### config.mk
export PLATFORM = sky130hd
export DESIGN_NAME = exec_step_ctrl
export DESIGN_NICKNAME = d
export VERILOG_FILES = /design/src/rtl/mips_dbg_pkg.sv /design/src/rtl/sat_counter.sv /design/src/rtl/exec_step_ctrl.sv
export SDC_FILE = /design/constraint.sdc
export NUM_CORES = 1
export LEC_CHECK = 0
export CORE_UTILIZATION = 69
export DETAILED_ROUTE_END_ITERATION = 16
export DONT_BUFFER_PORTS = 1
export PLACE_DENSITY_LB_ADDON = 0.2
export SLEW_MARGIN = 20
export SYNTH_ARGS = -nofsm -noshare
export SYNTH_HDL_FRONTEND = slang
export SYNTH_SLANG_ARGS = --single-unit
### constraint.sdc
create_clock -name i_clk -period 4.4 [get_ports i_clk]
set_clock_uncertainty 0.2 [all_clocks]
set_input_delay 0.44 -clock i_clk [delete_from_list [all_inputs] [get_ports i_clk]]
set_output_delay 0.44 -clock i_clk [all_outputs]
set_load 0.01 [all_outputs]
### src/rtl/mips_dbg_pkg.sv
// Shared debug definitions for the MIPS core.
// Command codes, sequencer states and soft-reset defaults.
package mips_dbg_pkg;

  typedef enum logic [1:0] {
    CMD_RUN  = 2'b00,
    CMD_STEP = 2'b01,
    CMD_STOP = 2'b10,
    CMD_CLR  = 2'b11
  } cmd_e;

  typedef enum logic [2:0] {
    ST_IDLE = 3'd0,
    ST_RUN  = 3'd1,
    ST_STEP = 3'd2,
    ST_DONE = 3'd3,
    ST_SRST = 3'd4
  } state_e;

  localparam int RST_CYCLES_DEF = 4;

endpackage

### src/rtl/sat_counter.sv
// Up-counter with enable, sync clear and saturation.
// Holds at all-ones instead of wrapping.
module sat_counter #(
  parameter int W = 32
) (
  input  logic         clk_i,
  input  logic         rst_ni,
  input  logic         en_i,
  input  logic         clr_i,
  output logic [W-1:0] q_o
);

  logic [W-1:0] cnt_q;
  logic [W-1:0] cnt_d;

  // Clear wins over counting; stop at all-ones.
  always_comb begin
    cnt_d = cnt_q;
    if (clr_i) begin
      cnt_d = '0;
    end else if (en_i && (cnt_q != '1)) begin
      cnt_d = cnt_q + W'(1);
    end
  end

  // Count register.
  always_ff @(posedge clk_i or negedge rst_ni) begin
    if (!rst_ni) begin
      cnt_q <= '0;
    end else begin
      cnt_q <= cnt_d;
    end
  end

  assign q_o = cnt_q;

endmodule

### src/rtl/exec_step_ctrl.sv
// Execution sequencer: run/step/stop/clear control,
// breakpoint pause, halt detect and stepped-cycle count.
module exec_step_ctrl
  import mips_dbg_pkg::*;
#(
  parameter int NBITS      = 32,
  parameter int CNT_BITS   = 32,
  parameter int RST_CYCLES = RST_CYCLES_DEF
) (
  input  logic                i_clk,
  input  logic                i_reset,
  input  logic                i_cmd_valid,
  input  logic [1:0]          i_cmd,
  output logic                o_cmd_ready,
  input  logic                i_halt_wb,
  input  logic [NBITS-1:0]    i_pc,
  input  logic                i_bp_en,
  input  logic [NBITS-1:0]    i_bp_addr,
  output logic                o_step,
  output logic                o_cpu_reset,
  output logic                o_step_done,
  output logic                o_halted,
  output logic                o_bp_hit,
  output logic [2:0]          o_state,
  output logic [CNT_BITS-1:0] o_cycle_count
);

  localparam int RCW =
    (RST_CYCLES > 1) ? $clog2(RST_CYCLES) : 1;
  localparam logic [RCW-1:0] RST_LAST =
    RCW'(RST_CYCLES - 1);

  state_e         state_q;
  state_e         state_d;
  logic [RCW-1:0] rst_cnt_q;
  logic [RCW-1:0] rst_cnt_d;
  logic           cpu_rst_q;
  logic           step_done_q;
  logic           halted_q;
  logic           bp_hit_q;

  cmd_e           cmd;
  logic           take;
  logic           bp_match;
  logic           bp_stop;
  logic           srst_entry;

  assign cmd      = cmd_e'(i_cmd);
  assign take     = i_cmd_valid & o_cmd_ready;
  assign bp_match = i_bp_en & (i_pc == i_bp_addr);

  // Handshake readiness and pipeline advance enable.
  always_comb begin
    o_cmd_ready = 1'b0;
    o_step      = 1'b0;
    case (state_q)
      ST_IDLE: o_cmd_ready = 1'b1;
      ST_RUN: begin
        o_cmd_ready = 1'b1;
        o_step      = !bp_match | i_halt_wb;
      end
      ST_STEP: o_step      = 1'b1;
      ST_DONE: o_cmd_ready = 1'b1;
      default: ;
    endcase
  end

  // Next-state selection, highest priority first.
  always_comb begin
    state_d = state_q;
    bp_stop = 1'b0;
    case (state_q)
      ST_IDLE: begin
        if (take) begin
          case (cmd)
            CMD_RUN:  state_d = ST_RUN;
            CMD_STEP: state_d = ST_STEP;
            CMD_CLR:  state_d = ST_SRST;
            default:  ;
          endcase
        end
      end
      ST_RUN: begin
        if (take && cmd == CMD_CLR) begin
          state_d = ST_SRST;
        end else if (i_halt_wb) begin
          state_d = ST_DONE;
        end else if (take && cmd == CMD_STOP) begin
          state_d = ST_IDLE;
        end else if (bp_match) begin
          state_d = ST_IDLE;
          bp_stop = 1'b1;
        end
      end
      ST_STEP: begin
        state_d = i_halt_wb ? ST_DONE : ST_IDLE;
      end
      ST_DONE: begin
        if (take && cmd == CMD_CLR) begin
          state_d = ST_SRST;
        end
      end
      ST_SRST: begin
        if (rst_cnt_q == RST_LAST) begin
          state_d = ST_IDLE;
        end
      end
      default: state_d = ST_IDLE;
    endcase
  end

  assign srst_entry =
    (state_d == ST_SRST) && (state_q != ST_SRST);

  // Soft-reset length counter, restarted on entry.
  always_comb begin
    rst_cnt_d = rst_cnt_q;
    if (srst_entry) begin
      rst_cnt_d = '0;
    end else if (state_q == ST_SRST) begin
      rst_cnt_d = (rst_cnt_q == RST_LAST) ?
                  '0 : rst_cnt_q + RCW'(1);
    end
  end

  // State register and registered status outputs.
  always_ff @(posedge i_clk or negedge i_reset) begin
    if (!i_reset) begin
      state_q     <= ST_IDLE;
      rst_cnt_q   <= '0;
      cpu_rst_q   <= 1'b0;
      step_done_q <= 1'b0;
      halted_q    <= 1'b0;
      bp_hit_q    <= 1'b0;
    end else begin
      state_q     <= state_d;
      rst_cnt_q   <= rst_cnt_d;
      cpu_rst_q   <= (state_d == ST_SRST);
      step_done_q <= (state_q == ST_STEP);
      halted_q    <= (state_d == ST_DONE);
      bp_hit_q    <= bp_stop;
    end
  end

  sat_counter #(
    .W(CNT_BITS)
  ) u_cycle_cnt (
    .clk_i  (i_clk),
    .rst_ni (i_reset),
    .en_i   (o_step),
    .clr_i  (srst_entry),
    .q_o    (o_cycle_count)
  );

  assign o_cpu_reset = cpu_rst_q;
  assign o_step_done = step_done_q;
  assign o_halted    = halted_q;
  assign o_bp_hit    = bp_hit_q;
  assign o_state     = state_q;

endmodule

==> tab_implementation.tex <==
\begin{tabular}{lr}
\hline
Metric & Value \\
\hline
\multicolumn{2}{l}{\textbf{Place}} \\
\quad Number of instances in the placed design & 341 \\
\quad HPWL after DPL & 4697 µm \\
\quad Post-placement setup slack & 1.786 ns \\
\quad Routability-driven placement congestion ratio & 0.8479 \\
\quad PortBufs & 0 \\
\multicolumn{2}{l}{\textbf{Critical path}} \\
\quad Startpoint kind of the worst setup timing path & register \\
\quad Slowest-stage cell, CP & sky130\_fd\_sc\_hd\_\_dfrtp\_1 \\
\quad Worst stage delay on the critical path & 0.52 ns \\
\quad Type of element capturing the critical path & output pin \\
\quad Critical path data arrival time & 2.02 ns \\
\quad Required time at the worst-slack endpoint & 3.76 ns \\
\quad Worst-path cell chain & nand2b\_1 -> nand4\_1 -> o31ai\_4 -> buf\_4 -> inv\_1 \\
\quad Critical Path Fanout Max & 63 \\
\quad Class of the most critical setup path & reg -> out \\
\multicolumn{2}{l}{\textbf{Yosys}} \\
\quad Mapped Cells & 308 \\
\quad Multiplexer area fraction after synthesis & 0.01089 \\
\quad Proportion of synthesized chip area in sequential cells & 0.3721 \\
\quad Synth warnings & 0 \\
\quad Adder and majority gate portion of the synthesized area & 0.009074 \\
\quad Fraction of synthesized cell area in xor and xnor cells & 0.1016 \\
\quad Share of synthesized cell area in and, or, nand and nor gates & 0.3158 \\
\quad Distinct cells, synth & 42 \\
\quad Average instance area after synthesis & 8.953 µm² \\
\quad Largest family of logic cells by synthesized area & simple AND/OR/NAND/NOR gates \\
\quad Post-synthesis instance area & 2758 µm² \\
\quad Register bit total from synthesis & 41 \\
\quad Compound-gate portion of the synthesized area & 0.1470 \\
\quad Mapped Nets & 381 \\
\multicolumn{2}{l}{\textbf{Run status}} \\
\quad Run status & finished clean \\
\multicolumn{2}{l}{\textbf{Final layout}} \\
\quad Fin cells & 350 \\
\quad Layout overhead on the synthesized area & 3.267\% \\
\quad Proportion of layout cells with a drive suffix above 1 & 0.05298 \\
\quad Inserted Diodes & 0 \\
\quad Final \#Nets & 375 \\
\multicolumn{2}{l}{\textbf{Drt}} \\
\quad Residual DRC & 0 \\
\quad Detailed-route wire length per cell & 18.43 µm \\
\quad Post-route ant nets & 0 \\
\quad Detailed router's first-iteration violation count & 222 \\
\quad Number of vias per cell & 7.137 \\
\quad Post-Route WL & 6451 µm \\
\quad 1st-pass router iterations & 4 \\
\quad Overall via count from detail\_route & 2498 \\
\multicolumn{2}{l}{\textbf{Min path}} \\
\quad Min-delay worst type & in -> reg \\
\multicolumn{2}{l}{\textbf{STA}} \\
\quad Slew at the pin closest to its max-slew limit & 0.6542 ns \\
\quad Maximum achievable frequency & 375.7 MHz \\
\quad Final setup TNS & 0 ns \\
\quad Number of setup violations in the final report & 0 \\
\quad RSZ-0062 raised after global routing & no \\
\quad Portion of the clock cycle consumed by the worst path in the final layout & 0.6050 \\
\quad Final hold violations & 0 \\
\quad Shortest period the worst path allows & 2.662 ns \\
\quad Worst max-slew margin expressed relative to the limit & 0.5616 \\
\quad Worst path setup slack after routing & 1.738 ns \\
\quad Max-slew violations & 0 \\
\multicolumn{2}{l}{\textbf{Global route}} \\
\quad Number of global-route vias before repair & 2310 \\
\quad Initial antenna violation count & 0 \\
\quad Total routing usage reported by global routing & 0.3107 \\
\quad Largest net degree at the start of global routing & 64 \\
\quad Global route total overflow & 0 \\
\quad First-pass GRT wire length & 10030 µm \\
\multicolumn{2}{l}{\textbf{Clock tree}} \\
\quad CTS tree & done \\
\quad Maximum count of clock buffers along a single path & 2 \\
\quad Total CTS buffers & 5 \\
\quad Clk slew on worst S/H paths & 0.07 ns \\
\quad Count of clock tree sinks & 41 \\
\quad Root buffer cell & sky130\_fd\_sc\_hd\_\_clkbuf\_8 \\
\quad H-tree depth & 2 \\
\quad Clock insertion delay at the later pin of the skew report & 0.30 ns \\
\multicolumn{2}{l}{\textbf{Power and ir drop}} \\
\quad Net Sw Power & 0.4312 mW \\
\quad Clock network fraction of total power & 0.232 \\
\quad Power per standard cell area & 379.4 nW/µm² \\
\quad Internal Dissipation & 0.6491 mW \\
\quad Leakage dissipation & 1.134 nW \\
\quad Overall Power & 1.080 mW \\
\quad Worst IR drop on VDD & 0.3695 mV \\
\quad Part of the total power dissipated in combinational logic & 0.301 \\
\quad Switching power as a share of total power & 0.3991 \\
\quad Sequential power share & 0.468 \\
\multicolumn{2}{l}{\textbf{Floorplan}} \\
\quad \# rows & 22 \\
\quad Initial Utilization & 0.7366 \\
\quad Overall die height & 65.22 µm \\
\quad Core area & 3744 µm² \\
\quad Number of top-level pins & 112 \\
\quad Die Width & 65.22 µm \\
\quad Overall die area & 4254 µm² \\
\multicolumn{2}{l}{\textbf{Flow run}} \\
\quad Max Cap Viol & 0 \\
\hline
\end{tabular}
==> metrics by stage <==
step / hold WS (ns) / util / area (µm²)
6_report: 0.07987 / 0.7607 / 2848
5_1_grt: 0.06350 / 0.7607 / 2848
4_1_cts: 0.06055 / 0.7607 / 2848
3_5_place_dp: -0.05478 / 0.7296 / 2731
3_3_place_gp: -0.05476 / 0.7296 / 2731
2_1_floorplan: -0.05559 / - / 2758
==> synthesized netlist by cell type, drive strengths merged <==
| cell type | number | share of area |
|---|---|---|
| o211ai | 6 | 0.016 |
| and2 | 3 | 0.0068 |
| inv | 5 | 0.0068 |
| nor4b | 4 | 0.015 |
| nand4 | 19 | 0.045 |
| o21a | 2 | 0.0054 |
| or4 | 15 | 0.041 |
| nor4bb | 1 | 0.0036 |
| nor3 | 3 | 0.0054 |
| buf | 7 | 0.021 |
| a21oi | 25 | 0.045 |
| mux2i | 3 | 0.011 |
| and4b | 1 | 0.0050 |
| and4 | 5 | 0.018 |
| xor2 | 27 | 0.086 |
| nand2b | 5 | 0.011 |
| o21ai | 20 | 0.036 |
| clkbuf | 10 | 0.015 |
| and3 | 8 | 0.018 |
| nor2b | 2 | 0.0045 |
| a211oi | 1 | 0.0027 |
| nand2 | 23 | 0.031 |
| dfrtp | 41 | 0.37 |
| or3 | 16 | 0.036 |
| xnor2 | 5 | 0.016 |
| o31ai | 11 | 0.035 |
| nor2 | 7 | 0.0095 |
| nor4 | 12 | 0.033 |
| o41ai | 1 | 0.0032 |
| nand3 | 16 | 0.029 |
| nand4b | 1 | 0.0032 |
| a22oi | 1 | 0.0027 |
| ha | 2 | 0.0091 |
==> repair_timing <==
item / in CTS / in global routing
hold endpoints to repair: 41 / 0
setup buffers: 0 / 0
hold buffers: 2 / 0
resized for setup: 0 / 0
==> per-layer routing <==
layer | part of all wire | wire length (µm) | global-route usage
met2 | 0.54 | 3509 | 0.5606
met3 | 0.058 | 371 | 0.07465
met4 | 0.032 | 204 | 0.1739
met5 | 0 | 0 | 0
met1 | 0.37 | 2366 | 0.3270
==> worst paths after layout <==
path,slack [ns],startpoint,cells after the start,endpoint
min,0.08,i_cmd[0],1,o_state[0]
min in group asynchronous,0.40,i_reset,2,u_cycle_cnt.q_o[4]
max,1.74,o_state[0],5,o_step
min reg2reg,0.34,rst_cnt_q[1],2,rst_cnt_q[1]
max in group asynchronous,3.39,i_reset,2,o_state[1]
max reg2reg,1.77,u_cycle_cnt.q_o[7],6,u_cycle_cnt.q_o[11]
==> cell type report <==
type                            instances  area (µm²)
Multi-Input combinational cell        245        1612
Tap cell                               48       60.06
Timing Repair Buffer                    4       45.04
Inverter                                5       18.77
Fill cell                             277       895.9
Clock buffer                            7       86.33
Sequential cell                        41        1026
==> power groups by stage <==
stage	clock (mW)	combinational, mW	sequential (mW)
after global routing	0.264	0.368	0.514
after CTS	0.251	0.323	0.504
after global placement	0	0.299	0.510
after detailed placement	0	0.311	0.512
final	0.250	0.325	0.505
after floorplan	0	0.303	0.492
==> state kept, by name, summed over array words and instances, names as in the netlist <==
register         cells
u_cycle_cnt.q_o     32
o_state              3
rst_cnt_q            2
o_bp_hit             1
o_cpu_reset          1
o_halted             1
o_step_done          1
==> kinds of logic after synthesis <==
family | Yosys count
mux | 3
buf+inv | 22
fa+ha+maj | 2
xor+xnor | 32
simple gates | 141
compound gates | 67
flops | 41
==> worst max-delay path, delay by kind of cell, from the launching register on <==
family / cells / cell delay [ns]
DFF: 1 / 0.52
AOI/OAI and AO/OA: 1 / 0.19
buffers and inverters: 2 / 0.62
and+or+nand+nor: 2 / 0.39
==> layout by cell type (no fill, tap or decap), drive strengths merged <==
| cell | count |
|---|---|
| ha | 2 |
| nor4 | 12 |
| nand3 | 16 |
| o31ai | 11 |
| o21a | 2 |
| nand2 | 23 |
| and3 | 8 |
| and4 | 5 |
| nand4 | 19 |
| xor2 | 27 |
| nand4b | 1 |
| o21ai | 20 |
| a211oi | 1 |
| clkbuf | 7 |
| a21oi | 25 |
| o211ai | 6 |
| a22oi | 1 |
| o41ai | 1 |
| dlygate4sd3 | 1 |
| nand2b | 5 |
| dfrtp | 41 |
| nor4bb | 1 |
| xnor2 | 5 |
| or3 | 16 |
| and4b | 1 |
| buf | 3 |
| nor4b | 4 |
| mux2i | 3 |
| nor2 | 7 |
| nor2b | 2 |
| and2 | 3 |
| nor3 | 3 |
| inv | 5 |
| or4 | 15 |
Note: power is estimated with default switching activity, not from simulation.
